===== src/rtl/operand_fetch_if.sv =====
// Handshake, writeback and issue bundle for the operand fetch stage.
// The stage is the slave; the upstream/downstream driver is the master.
interface operand_fetch_if;
  logic        in_valid;
  logic        in_ready;
  logic [31:0] in_instr;
  logic        wb_en;
  logic [4:0]  wb_addr;
  logic [31:0] wb_data;
  logic        out_valid;
  logic        out_ready;
  logic [31:0] out_instr;
  logic [31:0] out_regA;
  logic [31:0] out_regB;
  logic [4:0]  out_dest;
  logic        out_wen;

  modport master (
    output in_valid, in_instr,
    output wb_en, wb_addr, wb_data,
    output out_ready,
    input  in_ready, out_valid,
    input  out_instr, out_regA, out_regB,
    input  out_dest, out_wen
  );

  modport slave (
    input  in_valid, in_instr,
    input  wb_en, wb_addr, wb_data,
    input  out_ready,
    output in_ready, out_valid,
    output out_instr, out_regA, out_regB,
    output out_dest, out_wen
  );
endinterface


===== src/rtl/operand_fetch.sv =====
// MIPS operand fetch / issue stage: register file, scoreboard,
// hazard stall and registered operand hand-off to the ALU.
module operand_fetch (
  input logic          clk,
  input logic          rst_n,
  operand_fetch_if.slave io
);

  logic [31:0] rf [32];
  logic [31:0] pending;
  logic [31:0] pend_eff;
  logic [31:0] wb_mask;

  logic [5:0]  op;
  logic [4:0]  rs;
  logic [4:0]  rt;
  logic [4:0]  rd;

  logic        is_imm;
  logic        is_brs;
  logic        wr_rd;
  logic        wr_rt;
  logic        chk_rt;
  logic [4:0]  dest;
  logic        wen;
  logic        hazard;
  logic        accept;
  logic [31:0] rd_a;
  logic [31:0] rd_b;
  logic [31:0] rw_instr;

  assign op = io.in_instr[31:26];
  assign rs = io.in_instr[25:21];
  assign rt = io.in_instr[20:16];
  assign rd = io.in_instr[15:11];

  always_comb begin
    is_imm = 1'b0;
    case (op)
      6'b001000, 6'b001001, 6'b001100,
      6'b001101, 6'b001010, 6'b001011,
      6'b001110, 6'b100011: is_imm = 1'b1;
      default:              is_imm = 1'b0;
    endcase
    is_brs = (op == 6'b000100) ||
             (op == 6'b000101) ||
             (op == 6'b101011);
  end

  always_comb begin
    wr_rd  = 1'b0;
    wr_rt  = 1'b0;
    chk_rt = 1'b0;
    unique case (1'b1)
      (op == 6'b000000): begin
        wr_rd  = 1'b1;
        chk_rt = 1'b1;
      end
      is_imm: wr_rt  = 1'b1;
      is_brs: chk_rt = 1'b1;
      default: ;
    endcase
  end

  always_comb begin
    dest = 5'd0;
    if (wr_rd)
      dest = rd;
    else if (wr_rt)
      dest = rt;
    wen = (wr_rd || wr_rt) && (dest != 5'd0);
  end

  // Same-cycle writeback clears its pending bit before hazard check
  always_comb begin
    wb_mask = 32'd0;
    if (io.wb_en && io.wb_addr != 5'd0)
      wb_mask = 32'd1 << io.wb_addr;
    pend_eff = pending & ~wb_mask;
  end

  always_comb begin
    hazard = pend_eff[rs] ||
             (chk_rt && pend_eff[rt]) ||
             (wen && pend_eff[dest]);
  end

  assign io.in_ready = !hazard &&
                       (!io.out_valid || io.out_ready);
  assign accept = io.in_valid && io.in_ready;

  always_comb begin
    rd_a = rf[rs];
    if (rs == 5'd0)
      rd_a = 32'd0;
    else if (io.wb_en && io.wb_addr == rs)
      rd_a = io.wb_data;
    rd_b = rf[rt];
    if (rt == 5'd0)
      rd_b = 32'd0;
    else if (io.wb_en && io.wb_addr == rt)
      rd_b = io.wb_data;
  end

  always_comb begin
    rw_instr = io.in_instr;
    rw_instr[25:21] = 5'd0;
    rw_instr[20:16] = 5'd1;
  end

  always_ff @(posedge clk or negedge rst_n) begin
    if (!rst_n) begin
      for (int i = 0; i < 32; i++)
        rf[i] <= 32'd0;
    end else if (io.wb_en && io.wb_addr != 5'd0) begin
      rf[io.wb_addr] <= io.wb_data;
    end
  end

  always_ff @(posedge clk or negedge rst_n) begin
    if (!rst_n) begin
      pending <= 32'd0;
    end else if (accept && wen) begin
      pending <= pend_eff | (32'd1 << dest);
    end else begin
      pending <= pend_eff;
    end
  end

  always_ff @(posedge clk or negedge rst_n) begin
    if (!rst_n) begin
      io.out_valid <= 1'b0;
      io.out_instr <= 32'd0;
      io.out_regA  <= 32'd0;
      io.out_regB  <= 32'd0;
      io.out_dest  <= 5'd0;
      io.out_wen   <= 1'b0;
    end else if (accept) begin
      io.out_valid <= 1'b1;
      io.out_instr <= rw_instr;
      io.out_regA  <= rd_a;
      io.out_regB  <= rd_b;
      io.out_dest  <= dest;
      io.out_wen   <= wen;
    end else if (io.out_ready) begin
      io.out_valid <= 1'b0;
    end
  end

endmodule

===== src/flat_wrapper.sv =====
// flat-port wrapper written by rule: the top's interface ports become plain ports
module operand_fetch_flat 
  (clk, rst_n, io_in_valid, io_in_instr, io_wb_en, io_wb_addr, io_wb_data, io_out_ready, io_in_ready, io_out_valid, io_out_instr, io_out_regA, io_out_regB, io_out_dest, io_out_wen);
  operand_fetch_if io_i ();
  input logic clk;
  input logic rst_n;
  input wire logic [$bits(io_i.in_valid)-1:0] io_in_valid;
  input wire logic [$bits(io_i.in_instr)-1:0] io_in_instr;
  input wire logic [$bits(io_i.wb_en)-1:0] io_wb_en;
  input wire logic [$bits(io_i.wb_addr)-1:0] io_wb_addr;
  input wire logic [$bits(io_i.wb_data)-1:0] io_wb_data;
  input wire logic [$bits(io_i.out_ready)-1:0] io_out_ready;
  output wire logic [$bits(io_i.in_ready)-1:0] io_in_ready;
  output wire logic [$bits(io_i.out_valid)-1:0] io_out_valid;
  output wire logic [$bits(io_i.out_instr)-1:0] io_out_instr;
  output wire logic [$bits(io_i.out_regA)-1:0] io_out_regA;
  output wire logic [$bits(io_i.out_regB)-1:0] io_out_regB;
  output wire logic [$bits(io_i.out_dest)-1:0] io_out_dest;
  output wire logic [$bits(io_i.out_wen)-1:0] io_out_wen;
  assign io_i.in_valid = io_in_valid;
  assign io_i.in_instr = io_in_instr;
  assign io_i.wb_en = io_wb_en;
  assign io_i.wb_addr = io_wb_addr;
  assign io_i.wb_data = io_wb_data;
  assign io_i.out_ready = io_out_ready;
  assign io_in_ready = io_i.in_ready;
  assign io_out_valid = io_i.out_valid;
  assign io_out_instr = io_i.out_instr;
  assign io_out_regA = io_i.out_regA;
  assign io_out_regB = io_i.out_regB;
  assign io_out_dest = io_i.out_dest;
  assign io_out_wen = io_i.out_wen;
  operand_fetch u_core (.clk(clk), .rst_n(rst_n), .io(io_i));
endmodule

===== config.mk =====
export PLATFORM = sky130hd
export DESIGN_NAME = operand_fetch_flat
export DESIGN_NICKNAME = d
export VERILOG_FILES = /design/src/rtl/operand_fetch_if.sv /design/src/rtl/operand_fetch.sv /design/src/flat_wrapper.sv
export SDC_FILE = /design/constraint.sdc
export NUM_CORES = 2
export LEC_CHECK = 0
export CORE_UTILIZATION = 60
export CTS_CLUSTER_DIAMETER = 150
export CTS_CLUSTER_SIZE = 30
export DETAILED_ROUTE_END_ITERATION = 10
export PLACE_DENSITY_LB_ADDON = 0.05
export SYNTH_ARGS = -nofsm -noshare
export SYNTH_HDL_FRONTEND = slang
export SYNTH_SLANG_ARGS = --single-unit
export TNS_END_PERCENT = 10

===== constraint.sdc =====
create_clock -name clk -period 3.9 [get_ports clk]
set_input_delay 0.585 -clock clk [delete_from_list [all_inputs] [get_ports clk]]
set_output_delay 0.585 -clock clk [all_outputs]
set_load 0.02 [all_outputs]

======== Word level (Yosys, flattened, before mapping) ========
Cells that the tools add are included.
cells by class
  reductions and logical operators ........ 26
  order comparisons ....................... 7
  bitwise logic cells ..................... 6
  shifts and indexed selects .............. 2
  mux-type cells .......................... 29
  equal/unequal tests ..................... 13
operators with widths
  kind                  count
  $bwmux 1024           1
  $mux 32               11
  $bmux 32 s5           2
  $demux 32 s5          1
  $shl 1x5->32 const A  2
  $eq 6x4->1 const B    7
  $and 32x32->32        1
  $not 32->32           1
  $or 32x32->32         1
  $ge 6x6->1 const B    3
  $lt 5x6->1 const B    3
  $not 5->6             3
  $bmux 1 s5            3
  $eq 6x3->1 const B    2
  $eq 6x6->1 const B    2
  $eq 5x5->1            2
  $logic_and 1x1->1     10
  $logic_not 5->1       2
  $mux 5                2
  $reduce_bool 5->1     2
  $mux 1                9
  $reduce_or 8->1       1
  $logic_not 6->1       1
  $logic_or 1x1->1      6
  4 further kinds       5
word-level totals
  output and inout bits ................... 104
  bits in registers ....................... 1150
  logic and storage cells ................. 122

======== Logic depth before layout (Yosys ltp) ========
  depth after elaboration ................. 15
  depth in mapped cells ................... 13
  gate-level depth less buffers ........... 9

======== Worst setup path before layout ========
Ideal clock, no wire load.
  path type ............................... input to register
  start point ............................. input port io_in_instr[30]
  end point ............................... register u_core.io.out_regA[10]
  path slack .............................. 387 ps
  required time ........................... 3772 ps
  arrival ................................. 3385 ps
  buffers on the path ..................... 3
  setup time .............................. 128 ps
  cell stages on the path ................. 12
  cells stage by stage .................... buf_2 -> nor4_4 -> nand2_2 -> mux2i_1 -> or4b_4 -> a21o_1 -> o41ai_2 -> a21boi_1 -> nand4_2 -> buf_6 -> buf_6 -> mux2_1
on the way
  cells in the longest elaborated chain, start to end .. 13
RTL lines
  what                                                                      RTL line                                  RTL
  from (decl)                                                               flat_wrapper.sv:8                         input wire logic [$bits(io_i.in_instr)-1:0] io_in_instr;
  $eq 6x4->1 / $eq 6x6->1 (equally long branches)                           operand_fetch.sv:39                       case (op)
  $reduce_or 8->1                                                           operand_fetch.sv:39
  $mux 1                                                                    operand_fetch.sv:39
  $mux 1                                                                    operand_fetch.sv:54                       unique case (1'b1)
  $mux 5                                                                    operand_fetch.sv:69                       else if (wr_rt)
  $mux 5                                                                    operand_fetch.sv:67                       if (wr_rd)
  $bmux 1 s5 / $reduce_bool 5->1 (equally long branches)                    operand_fetch.sv:85, operand_fetch.sv:71
  $mux 1 (implied by the code) / $logic_and 1x1->1 (equally long branches)  operand_fetch.sv:85, operand_fetch.sv:71
  $logic_and 1x1->1                                                         operand_fetch.sv:85                       (wen && pend_eff[dest]);
  $logic_or 1x1->1 *                                                        operand_fetch.sv:84                       (chk_rt && pend_eff[rt]) ||
  $logic_not 1->1 *                                                         operand_fetch.sv:88                       assign io.in_ready = !hazard &&
  $logic_and 1x1->1 *                                                       operand_fetch.sv:88
  $logic_and 1x1->1 *                                                       operand_fetch.sv:90                       assign accept = io.in_valid && io.in_ready;
  to (signal assigned)                                                      operand_fetch.sv:141                      io.out_regA <= rd_a;
  to (decl)                                                                 operand_fetch_if.sv:32                    output out_instr, out_regA, out_regB,
Every way passes the cells marked *; elsewhere a longest branch is shown, timed or not. The select of a mux whose other input is x is not followed.
A chain may end at the register's enable or synchronous reset.

======== Worst setup path in the final report ========
  start point ............................. input port io_wb_addr[4]
  end point ............................... output port io_in_ready
on the way
  cells in the longest elaborated chain, start to end .. 12
RTL lines
  what                          RTL line             RTL
  from (decl)                   flat_wrapper.sv:10   input wire logic [$bits(io_i.wb_addr)-1:0] io_wb_addr;
  $reduce_bool 5->1             operand_fetch.sv:77  if (io.wb_en && io.wb_addr != 5'd0)
  $logic_and 1x1->1             operand_fetch.sv:77
  $mux 32 *                     operand_fetch.sv:77
  $not 32->32 *                 operand_fetch.sv:79  pend_eff = pending & ~wb_mask;
  $and 32x32->32 *              operand_fetch.sv:79
  $bmux 1 s5                    operand_fetch.sv:84
  $mux 1 (implied by the code)  operand_fetch.sv:84
  $logic_and 1x1->1             operand_fetch.sv:84
  $logic_or 1x1->1              operand_fetch.sv:83  hazard = pend_eff[rs] ||
  $logic_or 1x1->1 *            operand_fetch.sv:84
  $logic_not 1->1 *             operand_fetch.sv:88
  $logic_and 1x1->1 *           operand_fetch.sv:88
  to (decl)                     flat_wrapper.sv:13   output wire logic [$bits(io_i.in_ready)-1:0] io_in_ready;
Marks and branches as above.

==> impl_metrics.py <==
metrics = {
    "pwr": {
        "power_leakage_nw": 28.8,
        "powerDensity_mw_per_mm2": 450,
        "power.total_mw": 30.3,
        "vdd_drop_max_mv": 0.455,
    },
    "finish": {
        "fin_area_sq_mm": 0.0674,
        "mostFrequentLayoutCell": "dfrtp_1",
        "drive_gt1_share_pct": 49.9,
        "area_delta_synth_final_pct": 10.6,
        "nets": 4251,
        "mostFrequentLayoutCells": "dfrtp_1 (1,150), mux2_2 (1,021), mux4_2 (607)",
        "finalNonFillerCells": 5538,
    },
    "routing": {
        "routedWlPerCell_microns": 34.3,
        "drc": 0,
        "vias_per_cell": 7.14,
        "ant_nets": 0,
        "routed_wl_microns": 190000,
        "firstDrtPassIters": 8,
        "vias": 39500,
        "first_iter_violations": 3970,
    },
    "synth": {
        "synth_largest_area_cell": "dfrtp_1",
        "ys_warn_count": 0,
        "synth_edf_count": 0,
        "synthTopCellsByArea": "dfrtp_1 (47%), mux4_2 (22%), mux2_2 (19%), clkbuf_1 (2.1%), nand2_1 (1.5%)",
        "async_flop_share_pct": 100,
        "ys_dominant_reg_cell": "dfrtp_1",
        "synth.top_cell.area_share_pct": 47.2,
        "yosysSeqAreaShare_pct": 47.2,
        "mappedNetlistArea_sq_mm": 0.0609,
        "ys_types": 75,
        "syn_inst": 4097,
        "synth.avg_cell_area_sq_um": 14.9,
        "synth_seq_cells": 1150,
    },
    "cts": {
        "h-tree-depth": 2,
        "clk_latency_ps": 690,
        "cts_buffers": 44,
        "clockRootBuffer": "clkbuf_16",
        "clockBufferDepth": 3,
        "clock_sinks": 1150,
        "cts_tree": "built",
        "clk_pin_slew_ps": 120,
    },
    "timing": {
        "period_minus_slack_ps": 3820,
        "maxSlewViolCount": 0,
        "slew_headroom_pct": 17.7,
        "setup_viol": 0,
        "period_share_pct": 97.9,
        "hold_viol": 0,
        "postLayoutSetupSlackWorst_ps": 82.8,
        "fmax_ghz": 0.262,
        "tightest_slew_ps": 1230,
        "finClkSkew_ps": 28.3,
    },
    "job": {
        "cap_violations": 0,
    },
    "grt": {
        "grt_antenna_before_repair": 5,
        "grt_pass1_wl_microns": 282000,
        "grt_pass1_vias": 41900,
        "grt_max_degree": 103,
        "overflow": 0,
        "grt_use_total_pct": 37.7,
    },
    "die": {
        "initial_utilization_pct": 60.8,
        "design.die.area_sq_mm": 0.103,
        "die_w_microns": 321,
        "die_y_microns": 321,
        "io_pins": 178,
        "coreArea_sq_mm": 0.100,
        "row_count": 116,
    },
    "worst_setup_path": {
        "crit_path_top_delay_cell": "clkdlybuf4s50_1",
        "cpMostUsedCell": "buf_4",
        "cp_max_fo": 7,
        "crit_chain": "clkdlybuf4s50_1 > buf_4 > nand2b_1 > buf_4 > o21ai_2 > mux2i_1 > a32oi_1 > o211a_1 > o2111ai_1 > nor3_2 > and4_4 > buf_4",
        "crit_required_ps": 3310,
        "endpoint_kind": "output pin",
        "max_stage_delay_ps": 490,
        "critPathLaunchType": "input port",
        "critPathKind": "input port to output pin",
        "worstPathArrival_ps": 3230,
    },
    "min_path": {
        "hp-class": "input port to register",
    },
    "placed_design": {
        "place_congestion": 0.893,
        "dp.cells": 5479,
        "dpl.hpwl_microns": 113000,
        "pre_cts_slack_ps": -247,
        "placed_area_sq_mm": 0.0660,
        "numPortBuffers": 168,
    },
    "outcome": {
        "outcome": "completed",
    },
}
cell usage after synthesis, drive strengths merged (4+ instances only):
cell / n
dfrtp: 1150
a21oi: 39
buf: 117
nand2: 239
mux2: 1043
mux2i: 61
nor3b: 4
nand4: 10
xor2: 8
or2: 4
a22oi: 19
nor2: 120
o32ai: 4
a221oi: 18
nand3: 12
mux4: 607
o31ai: 29
nor2b: 25
a31oi: 4
o211a: 4
o21ai: 44
nand4b: 4
nor4: 8
nor3: 13
a32oi: 6
clkbuf: 343
nand2b: 6
inv: 9
a211oi: 90
stage by stage:
step	utilization, %	setup TNS, ps	hold slack (ps)
floorplan	-	0	289
global placement	65.8	-16080	376
CTS	67.0	0	368
detailed placement	65.8	-22980	383
global route	67.2	-12.0	290
finish	67.2	0	275
layer usage:
metal / track usage [%] / vias to the layer above / part of all wire (%)
met5: 0 / - / 0.020
met4: 15.8 / 6 / 4.7
met3: 6.89 / 457 / 8.1
met2: 60.7 / 1912 / 49
met1: 50.8 / 21400 / 39
li1: - / 15800 / -
report_power, final:
part | switching, mW | internal (mW) | total, mW
Clock | 3.80 | 2.16 | 5.95
Sequential | 1.75 | 14.3 | 16.0
Combinational | 3.34 | 5.01 | 8.35
Total | 8.89 | 21.4 | 30.3
area by class of cell:
class,count,area (sq um)
fill,6946,32900
multi-input combinational,2486,30700
sequential,1150,28800
timing repair buffer,486,5020
tap,1357,1700
clock buffer,46,1150
clock inverter,2,36.3
inverter,9,33.8
antenna,2,5.00
cell families after synthesis:
| family | count (synthesis) | synth area share [%] |
|---|---|---|
| AO/OA/AOI/OAI | 287 | 3.38 |
| XOR/XNOR | 10 | 0.144 |
| buffers and inverters | 469 | 3.07 |
| flip-flops | 1150 | 47.2 |
| multiplexers | 1711 | 42.7 |
| other | 1 | 0.00615 |
| AND/OR/NAND/NOR | 469 | 3.46 |
timing repair:
item	CTS	global route
pin swaps	4	9
hold buffers	1	0
endpoints found under the hold margin	22	0
setup endpoints to repair	1	1
gates cloned	0	0
buffers inserted	2	6
gates resized for setup	13	44
worst paths after layout:
check,end,startpoint,cells past startpoint,slack [ps]
hold reg to reg,u_core.rf[1007],u_core.rf[1007],0,410
max in group asynchronous,u_core.rf[809],rst_n,4,2050
setup reg to reg,u_core.io.out_regB[16],u_core.pending[6],11,1080
hold / removal,u_core.io.out_instr[27],io_in_instr[27],2,280
setup / recovery,io_in_ready,io_wb_addr[4],12,80
min in group asynchronous,u_core.io.out_instr[8],rst_n,2,560
state kept, by name, summed over array words and instances (netlist names):
| register | flops |
|---|---|
| u_core.rf | 1024 |
| u_core.io.out_regA | 32 |
| u_core.io.out_regB | 32 |
| u_core.pending | 32 |
| u_core.io.out_instr | 23 |
| u_core.io.out_dest | 5 |
| u_core.io.out_valid | 1 |
| u_core.io.out_wen | 1 |
worst max-delay path: cells and delay by family:
family,cells,cell delay [ps]
buf+inv,4,1070
compound gates,4,770
simple gates,3,690
mux,1,110
No activity file was read; power rests on OpenSTA's default activity.
